<file path="src/rtl/uart_tx_fifo_cts.sv">
// uart_tx_fifo_cts: buffered 8N1 serial transmitter with a small FIFO and RTS/CTS flow control.
// A frame starts only when the synchronized cts permits it; frames in progress always complete.
module uart_tx_fifo_cts #(
    parameter int CLK     = 24000000,
    parameter int BPS     = 115200,
    parameter int PERIOD  = CLK / BPS,
    parameter int FIFO_AW = 2
) (
    input  logic       clk,
    input  logic       rst,
    input  logic [7:0] txdata,
    input  logic       txbegin,
    output logic       txfull,
    output logic       txempty,
    output logic       txbusy,
    output logic       txovf,
    input  logic       cts,
    output logic       tx
);
    localparam int DEPTH = 1 << FIFO_AW;
    localparam logic [15:0] LAST = 16'(PERIOD - 1);
    localparam logic [1:0] S_IDLE  = 2'd0;
    localparam logic [1:0] S_START = 2'd1;
    localparam logic [1:0] S_BIT   = 2'd2;
    localparam logic [1:0] S_STOP  = 2'd3;

    logic [1:0]         r_cts_sync;
    logic [7:0]         r_mem [DEPTH];
    logic [FIFO_AW:0]   r_wptr;
    logic [FIFO_AW:0]   r_rptr;
    logic [1:0]         r_state;
    logic [15:0]        r_cnt;
    logic [2:0]         r_bitcnt;
    logic [7:0]         r_shift;
    logic               r_tx;
    logic               r_ovf;
    logic               w_cts_s;
    logic               w_full;
    logic               w_empty;
    logic               w_push;
    logic               w_tick;
    logic               w_pop;
    logic               w_tx;

    assign w_cts_s = r_cts_sync[1];
    assign w_empty = r_wptr == r_rptr;
    assign w_full  = (r_wptr[FIFO_AW] != r_rptr[FIFO_AW]) &&
                     (r_wptr[FIFO_AW-1:0] == r_rptr[FIFO_AW-1:0]);
    assign w_push  = txbegin && !w_full;
    assign w_tick  = r_cnt == 16'd0;
    // cts is only consulted at frame boundaries, so a mid-frame hold-off never truncates
    assign w_pop   = !w_empty && !w_cts_s && (r_state == S_IDLE || (r_state == S_STOP && w_tick));
    assign w_tx    = r_state == S_START ? 1'b0 : r_state == S_BIT ? r_shift[0] : 1'b1;

    assign txfull  = w_full;
    assign txempty = w_empty;
    assign txbusy  = r_state != S_IDLE || !w_empty;
    assign txovf   = r_ovf;
    assign tx      = r_tx;

    always_ff @(posedge clk or posedge rst) begin
        if (rst)
            r_cts_sync <= 2'b11;
        else
            r_cts_sync <= {r_cts_sync[0], cts};
    end

    always_ff @(posedge clk) begin
        if (w_push)
            r_mem[r_wptr[FIFO_AW-1:0]] <= txdata;
    end

    always_ff @(posedge clk or posedge rst) begin
        if (rst) begin
            r_wptr <= '0;
            r_rptr <= '0;
            r_ovf  <= 1'b0;
        end else begin
            r_wptr <= w_push ? r_wptr + 1'b1 : r_wptr;
            r_rptr <= w_pop ? r_rptr + 1'b1 : r_rptr;
            r_ovf  <= txbegin && w_full;
        end
    end

    // tx is registered from the current state, so the line lags the FSM by one clock
    always_ff @(posedge clk or posedge rst) begin
        if (rst) begin
            r_state  <= S_IDLE;
            r_cnt    <= LAST;
            r_bitcnt <= 3'd0;
            r_shift  <= 8'd0;
            r_tx     <= 1'b1;
        end else begin
            r_tx  <= w_tx;
            r_cnt <= (r_state == S_IDLE || w_tick) ? LAST : r_cnt - 16'd1;
            case (r_state)
                S_IDLE: begin
                    if (w_pop) begin
                        r_shift <= r_mem[r_rptr[FIFO_AW-1:0]];
                        r_state <= S_START;
                    end
                end
                S_START: begin
                    if (w_tick) begin
                        r_bitcnt <= 3'd7;
                        r_state  <= S_BIT;
                    end
                end
                S_BIT: begin
                    if (w_tick) begin
                        r_shift  <= r_shift >> 1;
                        r_bitcnt <= r_bitcnt - 3'd1;
                        r_state  <= r_bitcnt == 3'd0 ? S_STOP : S_BIT;
                    end
                end
                default: begin
                    if (w_tick) begin
                        r_shift <= w_pop ? r_mem[r_rptr[FIFO_AW-1:0]] : r_shift;
                        r_state <= w_pop ? S_START : S_IDLE;
                    end
                end
            endcase
        end
    end
endmodule

</file>
<file path="config.mk">
export PLATFORM = sky130hd
export DESIGN_NAME = uart_tx_fifo_cts
export DESIGN_NICKNAME = d
export VERILOG_FILES = /design/src/rtl/uart_tx_fifo_cts.sv
export SDC_FILE = /design/constraint.sdc
export NUM_CORES = 1
export LEC_CHECK = 0
export BUFFER_PORTS_ARGS = -buffer_cell sky130_fd_sc_hd__buf_2
export CAP_MARGIN = 20
export CORE_AREA = 5 5 80 82
export CTS_BUF_LIST = sky130_fd_sc_hd__clkbuf_8
export CTS_CLUSTER_SIZE = 30
export DETAILED_ROUTE_END_ITERATION = 7
export DIE_AREA = 0 0 85 87
export GPL_TIMING_DRIVEN = 0
export PLACE_DENSITY = 0.73
export SKIP_CTS_REPAIR_TIMING = 1
export SLEW_MARGIN = 40
export SYNTH_ARGS = -nofsm -noshare
export SYNTH_HDL_FRONTEND = slang
export SYNTH_SLANG_ARGS = --single-unit
</file>
<file path="constraint.sdc">
create_clock -name clk -period 2.6 [get_ports clk]
set_clock_uncertainty 0.15 [all_clocks]
set_input_delay 0.26 -clock clk [delete_from_list [all_inputs] [get_ports clk]]
set_output_delay 0.26 -clock clk [all_outputs]
set_load 0.05 [all_outputs]
</file>
# After elaboration in Yosys (flattened, before gate mapping)
# Memories as Yosys holds them, arrays and structs flattened.
# Index checks and enable logic that the tools add are counted.
# word_totals
ff_bits	39
latch_bits	0
ram_bits	32
mem_bits_ro	0
input_bits	12
output_inout_bits	5
memories	1
# classes
addsub	4
mul	0
div	0
magnitude_cmp	0
eq_ne	9
shift	0
mux	19
bitwise_logic	1
reduce_logical	21
# memory_table
name	depth	width	read_ports	rd_ports_with_merged_regs	write_ports	line	source
r_mem	4	8	1	0	1	28	logic [7:0] r_mem [DEPTH];
# ops
op	count
two-way mux 8 bit	3
case mux 8 bit (3 select lines)	1
zero test 16 bit	1
two-way mux 16 bit	1
subtractor 16 x 1 -> 16 bit (second input constant)	1
two-way mux 2 bit	4
adder 3 x 1 -> 3 bit (second input constant)	2
logical AND 1 bit	6
two-way mux 1 bit	6
two-way mux 3 bit	2
inequality test 2 bit (second input constant)	3
case mux 2 bit (3 select lines)	1
case mux 3 bit (2 select lines)	1
AND reduction 3 bit	2
nonzero test 2 bit	3
equality test 2 bit (second input constant)	2
AND reduction 4 bit	1
equality test 3 bit	1
zero test 1 bit	3
zero test 3 bit	1
logical OR 1 bit	3
subtractor 3 x 1 -> 3 bit (second input constant)	1
equality test 2 x 1 -> 1 bit (second input constant)	1
equality test 2 bit	1
other kinds (3)	3

# Logic depth before layout (Yosys ltp)
# Gate-level depths: netlist (run 1).
# logic_depth
ltp_word	7
mapped_depth	8

# Least setup slack after synthesis (run 1)
# OpenSTA, ideal clock, no wires.
# synth_timing
path_type	reg-to-output
start	register r_rptr[1]
end	output txbusy
arrival_ns	2.016
t_required_ns	2.190
setup_slack_ns	0.174
path_stages_with_launch	6
n_path_buf	1
path_cell_list	dfrtp_1 -> buf_4 -> xnor2_1 -> nand2_1 -> nor2_1 -> nand2_1
# synth_between
elab_chain_len	3
# synth_lines
item	line	source
start, declared	30	logic [FIFO_AW:0] r_rptr;
start signal, assigned	80	r_rptr <= w_pop ? r_rptr + 1'b1 : r_rptr;
equality test 3 bit	46	assign w_empty = r_wptr == r_rptr;
net txempty	14	output logic txempty,
zero test 1 bit	57	assign txbusy = r_state != S_IDLE || !w_empty;
logical OR 1 bit	57	
end, declared	15	output logic txbusy,
# The timed path passes the listed nets, and every way through them passes these cells.

# Final worst setup path (run 1)
# layout_timing
start	register r_cnt[0]
end	register r_shift[4]
# layout_between
elab_chain_len	7
# layout_lines
item	line	source
start, declared	32	logic [15:0] r_cnt;
start signal, assigned	95	r_cnt <= (r_state == S_IDLE || w_tick) ? LAST : r_cnt - 16'd1;
zero test 16 bit (*)	50	assign w_tick = r_cnt == 16'd0;
logical AND 1 bit	52	assign w_pop = !w_empty && !w_cts_s && (r_state == S_IDLE || (r_state == S_STOP && w_tick));
logical OR 1 bit	52	
logical AND 1 bit	52	
two-way mux 8 bit (2 in a row)	--	
case mux 8 bit (3 select lines)	--	
end signal, assigned	99	r_shift <= r_mem[r_rptr[FIFO_AW-1:0]];
end signal, assigned	111	r_shift <= r_shift >> 1;
end signal, assigned	118	r_shift <= w_pop ? r_mem[r_rptr[FIFO_AW-1:0]] : r_shift;
end, declared	34	logic [7:0] r_shift;
# Every way passes the cells marked *; elsewhere a longest branch is shown, timed or not. The select of a mux whose other input is x is not followed.
# A chain may end at the register's enable or synchronous reset.

==> metrics.txt, run 1 <==
# TYPE chip_impl_metric gauge
chip_impl_metric{name="detail_route.iter0.violations",unit=""} 99
chip_impl_metric{name="row_count",unit=""} 28
chip_impl_metric{name="vias",unit=""} 1854
chip_impl_metric{name="worstSkewPairLatency",unit="ps"} 340
chip_impl_metric{name="p_per_area",unit="nW/um^2"} 725
chip_impl_metric{name="fp.dieW",unit="um"} 85
chip_impl_info{name="synth_most_common_cell",value="edfxtp_1"} 1
chip_impl_metric{name="cts.reportedPaths.clkPinSlew",unit="ps"} 80
chip_impl_info{name="maxUsedRoutingLayer",value="met4"} 1
chip_impl_metric{name="grt_first_pass_wirelength",unit="um"} 8820
chip_impl_metric{name="global_route.overflow_total",unit=""} 0
chip_impl_metric{name="report.final.slew_viol_count",unit=""} 0
chip_impl_metric{name="synth_edf_count",unit=""} 32
chip_impl_metric{name="route.detailed.vias_per_inst",unit=""} 5.30
chip_impl_metric{name="switching_power",unit="uW"} 705
chip_impl_metric{name="cap_violations",unit=""} 0
chip_impl_metric{name="vdd_drop_max",unit="V"} 0.000583
chip_impl_metric{name="synthesis.yosys.warnings",unit=""} 0
chip_impl_metric{name="seq_power_share",unit=""} 0.505
chip_impl_info{name="tritoncts",value="yes"} 1
chip_impl_metric{name="switching_share",unit=""} 0.261
chip_impl_metric{name="dpl.hpwl",unit="um"} 3570
chip_impl_metric{name="tritoncts_sinks",unit=""} 71
chip_impl_metric{name="diodes",unit=""} 0
chip_impl_metric{name="drive_above_1_share",unit=""} 0.229
chip_impl_metric{name="crit_required",unit="ps"} 2680
chip_impl_info{name="worst_setup_path_start_kind",value="register"} 1
chip_impl_metric{name="maxSlewHeadroom",unit=""} 0.683
chip_impl_metric{name="detail_route.wirelength",unit="um"} 5170
chip_impl_metric{name="synth_async_sr_flop_share",unit=""} 0.549
chip_impl_metric{name="crit_path_max_fanout",unit=""} 7
chip_impl_metric{name="achievable-frequency",unit="MHz"} 425
chip_impl_metric{name="tritonroute_pass_1_iters",unit=""} 4
chip_impl_info{name="cts-root-buf",value="clkbuf_8"} 1
chip_impl_metric{name="synth_nets",unit=""} 256
chip_impl_info{name="synth_ff_type",value="edfxtp_1"} 1
chip_impl_metric{name="area_share_of_the_largest_cell_type_after_synthesis",unit=""} 0.300
chip_impl_metric{name="total_power",unit="uW"} 2700
chip_impl_metric{name="wl_per_cell",unit="um"} 14.8
chip_impl_metric{name="internal_power",unit="uW"} 1990
chip_impl_metric{name="routabilityCongestion",unit=""} 0.732
chip_impl_metric{name="worst_margin_slew",unit="ps"} 476
chip_impl_metric{name="area_growth_syn_to_layout",unit="%"} 16.3
chip_impl_metric{name="syn_area",unit="um^2"} 3200
chip_impl_info{name="synth_largest_area_cell",value="edfxtp_1"} 1
chip_impl_metric{name="initial_core_util",unit=""} 0.564
chip_impl_metric{name="wl_met2",unit="um"} 2430
chip_impl_metric{name="fin_worst_hold_slack",unit="ps"} 49.3
chip_impl_info{name="min-delay-path-class",value="primary input to register"} 1
chip_impl_metric{name="total_leakage_power",unit="uW"} 0.00154
chip_impl_metric{name="totalNegativeSetupSlack",unit="ps"} 0
chip_impl_info{name="setup_repair_after_global_routing_missed_its_margin",value="false"} 1
chip_impl_metric{name="grt_start_max_net_pins",unit=""} 27
chip_impl_info{name="synthTopCellsByCount",value="32 x edfxtp_1, 30 x dfrtp_1, 22 x nor2_1, 16 x nand2_1"} 1
chip_impl_metric{name="core_area",unit="um^2"} 5680
chip_impl_metric{name="grt_antenna_before_repair",unit=""} 0
chip_impl_metric{name="nets",unit=""} 294
chip_impl_metric{name="cts-root-to-sink-buffers",unit=""} 2
chip_impl_metric{name="ys_seq_elements",unit=""} 71
chip_impl_metric{name="critical_path_buf_inv_count",unit=""} 2
chip_impl_info{name="critical_path.top_delay_family",value="simple AND/OR/NAND/NOR gates"} 1
chip_impl_metric{name="critical_path_arrival",unit="ps"} 2430
chip_impl_metric{name="finalWorstPathRequiredPeriod",unit="ps"} 2350
chip_impl_metric{name="boundaryPins",unit=""} 17
chip_impl_metric{name="io_buffer_count",unit=""} 16
chip_impl_metric{name="drt.antenna.violating_nets",unit=""} 0
chip_impl_metric{name="power.combinational.fraction",unit=""} 0.135
chip_impl_metric{name="met3_length",unit="um"} 193
chip_impl_metric{name="synth_instances",unit=""} 232
chip_impl_metric{name="grt_usage",unit=""} 0.158
chip_impl_metric{name="die_h",unit="um"} 87
chip_impl_info{name="critical_path_class",value="register to register"} 1
chip_impl_metric{name="die-area",unit="um^2"} 7400
chip_impl_metric{name="fillerInstances",unit=""} 430
chip_impl_metric{name="cts-htree-levels",unit=""} 3
chip_impl_info{name="critical_path.endpoint_type",value="register"} 1
chip_impl_info{name="outcome",value="complete, no violations"} 1
chip_impl_metric{name="power_frac_clock",unit=""} 0.360
chip_impl_info{name="worstPathCellList",value="inv_1, ha_1, nor3b_2, and4_1, buf_4, a21oi_1, or3_1, o221a_2"} 1
chip_impl_info{name="slowest_cell_on_the_critical_path",value="or3_1"} 1
chip_impl_metric{name="report.final.setup_viol",unit=""} 0
chip_impl_metric{name="first_global_vias",unit=""} 1836
chip_impl_info{name="leading_post_synthesis_cells_by_cell_area",value="edfxtp_1 30%, dfrtp_1 23%, dfstp_2 7.4%"} 1
chip_impl_metric{name="number_of_unique_standard_cell_types_used_by_synthesis",unit=""} 41
chip_impl_metric{name="cts_made_buffers",unit=""} 9
chip_impl_metric{name="yosysSeqAreaShare",unit=""} 0.609
chip_impl_metric{name="postSynthAreaPerCell",unit="um^2"} 13.8
chip_impl_metric{name="met1_length",unit="um"} 2480
chip_impl_metric{name="crit_path_max_cell_delay",unit="ps"} 410
chip_impl_metric{name="timing_hold_violations_final",unit=""} 0
chip_impl_metric{name="drc_errors",unit=""} 0
chip_impl_metric{name="period_share",unit=""} 0.905
==> logic make-up after synthesis <==
| kind of cell | count (synthesis) | share of synthesized area |
|---|---|---|
| and+or+nand+nor | 75 | 0.124 |
| DFF | 71 | 0.609 |
| AOI/OAI and AO/OA | 26 | 0.0638 |
| xor gates and xnor gates | 19 | 0.0544 |
| buffers and inverters | 18 | 0.0258 |
| adders and majority gates | 12 | 0.0469 |
| muxes | 11 | 0.0763 |
==> per-stage QoR <==
stage	instances	worst slack [ps]	utilization	cell area, um^2
after floorplan	232	174	-	3200
after global placement	323	287	0.594	3370
after detailed placement	324	229	0.598	3390
after CTS	340	226	0.638	3620
after global routing	350	26.2	0.655	3720
final	350	246	0.655	3720
==> power by group through the flow <==
stage / sequential, uW / clock (uW) / combinational [uW]
after floorplan: 1380 / 0 / 255
after global placement: 1380 / 0 / 349
after detailed placement: 1390 / 0 / 361
after CTS: 1360 / 994 / 363
after global routing: 1380 / 1050 / 409
final: 1360 / 971 / 365
==> flip-flops by register name (all words and copies together), names as in the netlist <==
signal / flops
r_mem: 32
r_cnt: 16
r_shift: 8
r_bitcnt: 3
r_rptr: 3
r_wptr: 3
r_cts_sync: 2
r_state: 2
tx: 1
txovf: 1
==> cells in the final DEF, fill, tap and decap left out, types with 9 or more instances in the layout <==
cell           synthesis  layout
xnor2_1               12      12
dfstp_2                9       9
dlygate4sd3_1          0      10
clkbuf_8               0       9
dfrtp_1               30      30
inv_1                 12      11
nor2_1                22      22
nand2_1               16      16
ha_1                  12      12
buf_2                  0      16
edfxtp_1              32      32
==> per-layer routing <==
layer | track usage | vias to the layer above
met5 | 0 | -
met4 | 0.0691 | 0
met3 | 0.0482 | 7
met2 | 0.239 | 28
met1 | 0.211 | 890
li1 | - | 929
==> worst reg2reg max path: stages, from the launching register on <==
cell	delay, ps
dfstp_2	390
inv_1	60
ha_1	180
nor3b_2	380
and4_1	260
buf_4	150
a21oi_1	150
or3_1	410
o221a_2	130
==> final timing paths <==
| kind | startpoint | to | slack, ps | cells past startpoint |
|---|---|---|---|---|
| setup / recovery | r_cnt[0] | r_shift[4] | 250 | 8 |
| hold / removal | txbegin | txovf | 50 | 2 |
| setup reg to reg | r_cnt[0] | r_shift[4] | 250 | 8 |
| hold reg to reg | r_cts_sync[0] | r_cts_sync[1] | 210 | 0 |
| max in group asynchronous | rst | r_cts_sync[0] | 1540 | 4 |
| min in group asynchronous | rst | r_shift[5] | 260 | 3 |
==> layout make-up <==
class | instances | area (um^2) | share of cell area
clock buffers | 9 | 124 | 0.0333
repair buffers | 27 | 200 | 0.0538
plain buffers | 6 | 37.5 | 0.0101
inverters | 12 | 45.0 | 0.0121
flip-flops and latches | 71 | 1950 | 0.524
well taps | 75 | 93.8 | 0.0252
multi-input cells | 143 | 1170 | 0.314
clock inverters | 7 | 103 | 0.0276
Power figures use the tool's default switching activity.
==> run 2: changes to the inputs <==
Settings changed: ABC_AREA set to 1, CORE_AREA 5 5 80 82 to 5 5 81 83, DIE_AREA 0 0 85 87 to 0 0 86 88, PLACE_DENSITY 0.73 to 0.74.
==> metrics.txt, run 2 <==
# TYPE chip_impl_metric gauge
chip_impl_metric{name="initial_core_util",unit=""} 0.580
chip_impl_metric{name="synth_mux_area_frac",unit=""} 0
chip_impl_metric{name="critical_path_arrival",unit="ps"} 1950
chip_impl_metric{name="synth_async_sr_flop_share",unit=""} 0.549
chip_impl_metric{name="multi_input_comb_area",unit="um^2"} 1250
chip_impl_metric{name="synthesis.yosys.warnings",unit=""} 0
chip_impl_metric{name="cts-root-to-sink-buffers",unit=""} 2
chip_impl_metric{name="cts_made_buffers",unit=""} 9
chip_impl_info{name="critical_path.endpoint_type",value="register"} 1
chip_impl_info{name="setup_repair_after_global_routing_missed_its_margin",value="false"} 1
chip_impl_metric{name="boundaryPins",unit=""} 17
chip_impl_metric{name="routabilityCongestion",unit=""} 0.785
chip_impl_metric{name="worst_margin_slew",unit="ps"} 764
chip_impl_metric{name="critical_path_buf_inv_count",unit=""} 1
chip_impl_metric{name="maxSlewHeadroom",unit=""} 0.489
chip_impl_info{name="timing.rr.end",value="r_mem[1][6]"} 1
chip_impl_metric{name="global_route.overflow_total",unit=""} 0
chip_impl_metric{name="grt_first_pass_wirelength",unit="um"} 10300
chip_impl_metric{name="synth-xor-area-share",unit=""} 0.0414
chip_impl_metric{name="synth_nets",unit=""} 364
chip_impl_info{name="critical_path.top_delay_family",value="simple AND/OR/NAND/NOR gates"} 1
chip_impl_info{name="layout_commonest_cell",value="nand2_1"} 1
chip_impl_metric{name="switching_power",unit="uW"} 748
chip_impl_metric{name="vdd_drop_max",unit="V"} 0.000644
chip_impl_info{name="min_delay_worst_endpoint",value="txovf"} 1
chip_impl_metric{name="setup.reg_to_reg.worst_slack",unit="ps"} 470
chip_impl_metric{name="first_global_vias",unit=""} 2175
chip_impl_metric{name="die-area",unit="um^2"} 7570
chip_impl_info{name="outcome",value="finished with violations"} 1
chip_impl_info{name="cts-root-buf",value="clkbuf_8"} 1
chip_impl_metric{name="achievable-frequency",unit="MHz"} 470
chip_impl_info{name="slowest_cell_on_the_critical_path",value="nor2_1"} 1
chip_impl_info{name="critPathLaunch",value="r_rptr[1]"} 1
chip_impl_metric{name="detail_route.wirelength",unit="um"} 6070
chip_impl_metric{name="fillerInstances",unit=""} 459
chip_impl_metric{name="total_leakage_power",unit="uW"} 0.00175
chip_impl_metric{name="seq_power_share",unit=""} 0.519
chip_impl_metric{name="tritoncts_sinks",unit=""} 71
chip_impl_info{name="worstPathCellList",value="buf_4, xnor2_2, nand4_1, nand2_2, nor2_1"} 1
chip_impl_metric{name="power.combinational.fraction",unit=""} 0.135
chip_impl_metric{name="drt.antenna.violating_nets",unit=""} 0
chip_impl_metric{name="area_share_of_the_largest_cell_type_after_synthesis",unit=""} 0.287
chip_impl_metric{name="totalNegativeSetupSlack",unit="ps"} 0
chip_impl_metric{name="period_share",unit=""} 0.819
chip_impl_metric{name="tritonroute_pass_1_iters",unit=""} 4
chip_impl_metric{name="cap_violations",unit=""} 0
chip_impl_metric{name="postSynthAreaPerCell",unit="um^2"} 9.86
chip_impl_metric{name="report.final.setup_viol",unit=""} 0
chip_impl_metric{name="dpl.hpwl",unit="um"} 4160
chip_impl_metric{name="synth_instances",unit=""} 340
chip_impl_metric{name="synth_compound_gate_area_share",unit=""} 0.0373
chip_impl_info{name="violations_in_the_final_reports",value="hold timing"} 1
chip_impl_metric{name="grt_antenna_before_repair",unit=""} 0
chip_impl_metric{name="finalWorstPathRequiredPeriod",unit="ps"} 2130
chip_impl_metric{name="io_buffer_count",unit=""} 16
chip_impl_metric{name="route.detailed.vias_per_inst",unit=""} 5.04
chip_impl_metric{name="yosys.area_share.simple",unit=""} 0.249
chip_impl_metric{name="worst_r2r_path_depth",unit=""} 5
chip_impl_metric{name="grt_start_max_net_pins",unit=""} 23
chip_impl_metric{name="synth_edf_count",unit=""} 32
chip_impl_info{name="worst_hold_startpoint",value="txbegin"} 1
chip_impl_metric{name="diodes",unit=""} 0
chip_impl_metric{name="ff_latch_area",unit="um^2"} 1950
chip_impl_metric{name="area_growth_syn_to_layout",unit="%"} 15.1
chip_impl_metric{name="wl_per_cell",unit="um"} 13.3
chip_impl_metric{name="syn_area",unit="um^2"} 3350
chip_impl_metric{name="timing_hold_violations_final",unit=""} 1
chip_impl_metric{name="nets",unit=""} 402
chip_impl_info{name="leading_post_synthesis_cells_by_cell_area",value="edfxtp_1 29%, dfrtp_1 22%, nand2_1 11%"} 1
chip_impl_info{name="synthTopCellsByCount",value="94 x nand2_1, 33 x nand3_1, 32 x edfxtp_1, 31 x nor2_1, 30 x dfrtp_1"} 1
chip_impl_metric{name="crit_path_max_fanout",unit=""} 9
chip_impl_metric{name="hold_path_depth",unit=""} 3
chip_impl_info{name="tritoncts",value="yes"} 1
chip_impl_metric{name="die_h",unit="um"} 88
chip_impl_metric{name="yosys.area_share.adder",unit=""} 0.0448
chip_impl_metric{name="power_frac_clock",unit=""} 0.346
chip_impl_metric{name="cts.reportedPaths.clkPinSlew",unit="ps"} 80
chip_impl_metric{name="largest_register_ffs",unit=""} 32
chip_impl_metric{name="worstSkewPairLatency",unit="ps"} 340
chip_impl_metric{name="p_per_area",unit="nW/um^2"} 680
chip_impl_metric{name="ys_seq_elements",unit=""} 71
chip_impl_metric{name="drive_above_1_share",unit=""} 0.191
chip_impl_info{name="synth_largest_area_cell",value="edfxtp_1"} 1
chip_impl_metric{name="fin_worst_hold_slack",unit="ps"} -14.9
chip_impl_metric{name="cts-htree-levels",unit=""} 3
chip_impl_metric{name="yosysSeqAreaShare",unit=""} 0.581
chip_impl_info{name="dominant_combinational_cell_family_by_area_after_synthesis",value="simple AND/OR/NAND/NOR gates"} 1
chip_impl_metric{name="detail_route.iter0.violations",unit=""} 182
chip_impl_info{name="worst_setup_path_start_kind",value="register"} 1
chip_impl_info{name="min-delay-path-class",value="primary input to register"} 1
chip_impl_metric{name="vias",unit=""} 2307
chip_impl_metric{name="internal_power",unit="uW"} 1880
chip_impl_metric{name="core_area",unit="um^2"} 5780
chip_impl_info{name="layout.cells.most_common_list",value="94 x nand2_1, 33 x nand3_1, 32 x edfxtp_1"} 1
chip_impl_metric{name="number_of_unique_standard_cell_types_used_by_synthesis",unit=""} 36
chip_impl_metric{name="drc_errors",unit=""} 0
chip_impl_metric{name="grt_usage",unit=""} 0.178
chip_impl_info{name="critical_path_class",value="register to register"} 1
chip_impl_info{name="reg2reg_from",value="r_rptr[1]"} 1
chip_impl_metric{name="fp.dieW",unit="um"} 86
chip_impl_info{name="synth_ff_type",value="edfxtp_1"} 1
chip_impl_metric{name="total_power",unit="uW"} 2630
chip_impl_metric{name="crit_required",unit="ps"} 2420
chip_impl_info{name="synth_most_common_cell",value="nand2_1"} 1
chip_impl_metric{name="switching_share",unit=""} 0.285
chip_impl_metric{name="crit_path_max_cell_delay",unit="ps"} 610
chip_impl_metric{name="report.final.slew_viol_count",unit=""} 0
chip_impl_metric{name="row_count",unit=""} 28
==> run 2: changes by cell type after synthesis, sizes merged, moves of 8 or more <==
cell | previous run | this run
nand2 | 16 | 104
nand3 | 7 | 34
inv | 12 | 30
nor2 | 22 | 39
mux4 | 8 | 0
or3 | 8 | 0
==> run 2: power groups by stage <==
stage / Clock, uW / Combinational [uW] / Sequential [uW]
4_1_cts: 925 / 351 / 1360
6_report: 909 / 354 / 1360
2_1_floorplan: 0 / 250 / 1380
5_1_grt: 977 / 405 / 1380
3_3_place_gp: 0 / 336 / 1380
3_5_place_dp: 0 / 349 / 1390
==> run 2: through the flow <==
stage	hold slack, ps	cells	utilization	cell area [um^2]	worst slack [ps]
CTS	-234	448	0.650	3760	416
floorplan	114	340	-	3350	648
global route	1.04	458	0.668	3860	290
detailed placement	142	432	0.615	3550	434
global placement	197	431	0.610	3530	466
finish	-14.9	458	0.668	3860	470
==> run 2: final cells by class <==
| class | count | area share |
|---|---|---|
| well taps | 75 | 0.0243 |
| clock inverters | 7 | 0.0208 |
| multi-input cells | 232 | 0.323 |
| repair buffers | 27 | 0.0538 |
| flip-flops and latches | 71 | 0.505 |
| clock buffers | 9 | 0.0321 |
| plain buffers | 6 | 0.00940 |
| inverters | 31 | 0.0315 |
==> run 2: worst min-delay path: cells and delay by family <==
family        cells  cell delay, ps
simple gates      1              30
buf+inv           2             150
==> run 2: how the worst max path moves through the flow <==
stage | endpoint | slack [ps] | cells after the start
global placement | r_mem[1][7] | 470 | 7
global route | r_mem[1][5] | 290 | 7
detailed placement | r_mem[0][2] | 430 | 5
floorplan | txbusy | 650 | 5
finish | r_mem[1][6] | 470 | 5
CTS | r_mem[0][3] | 420 | 5
==> run 2: cells by family after synthesis <==
| family | after synthesis |
|---|---|
| AOI/OAI and AO/OA | 20 |
| xor gates and xnor gates | 15 |
| adders and majority gates | 12 |
| buffers and inverters | 37 |
| DFF | 71 |
| and+or+nand+nor | 185 |
==> run 2: metal layers <==
metal,global-route usage,up-vias,part of all wire
met3,0.0339,10,0.035
met5,0,-,0
met4,0.0777,0,0.014
met1,0.239,1073,0.47
met2,0.285,47,0.48
li1,-,1177,-
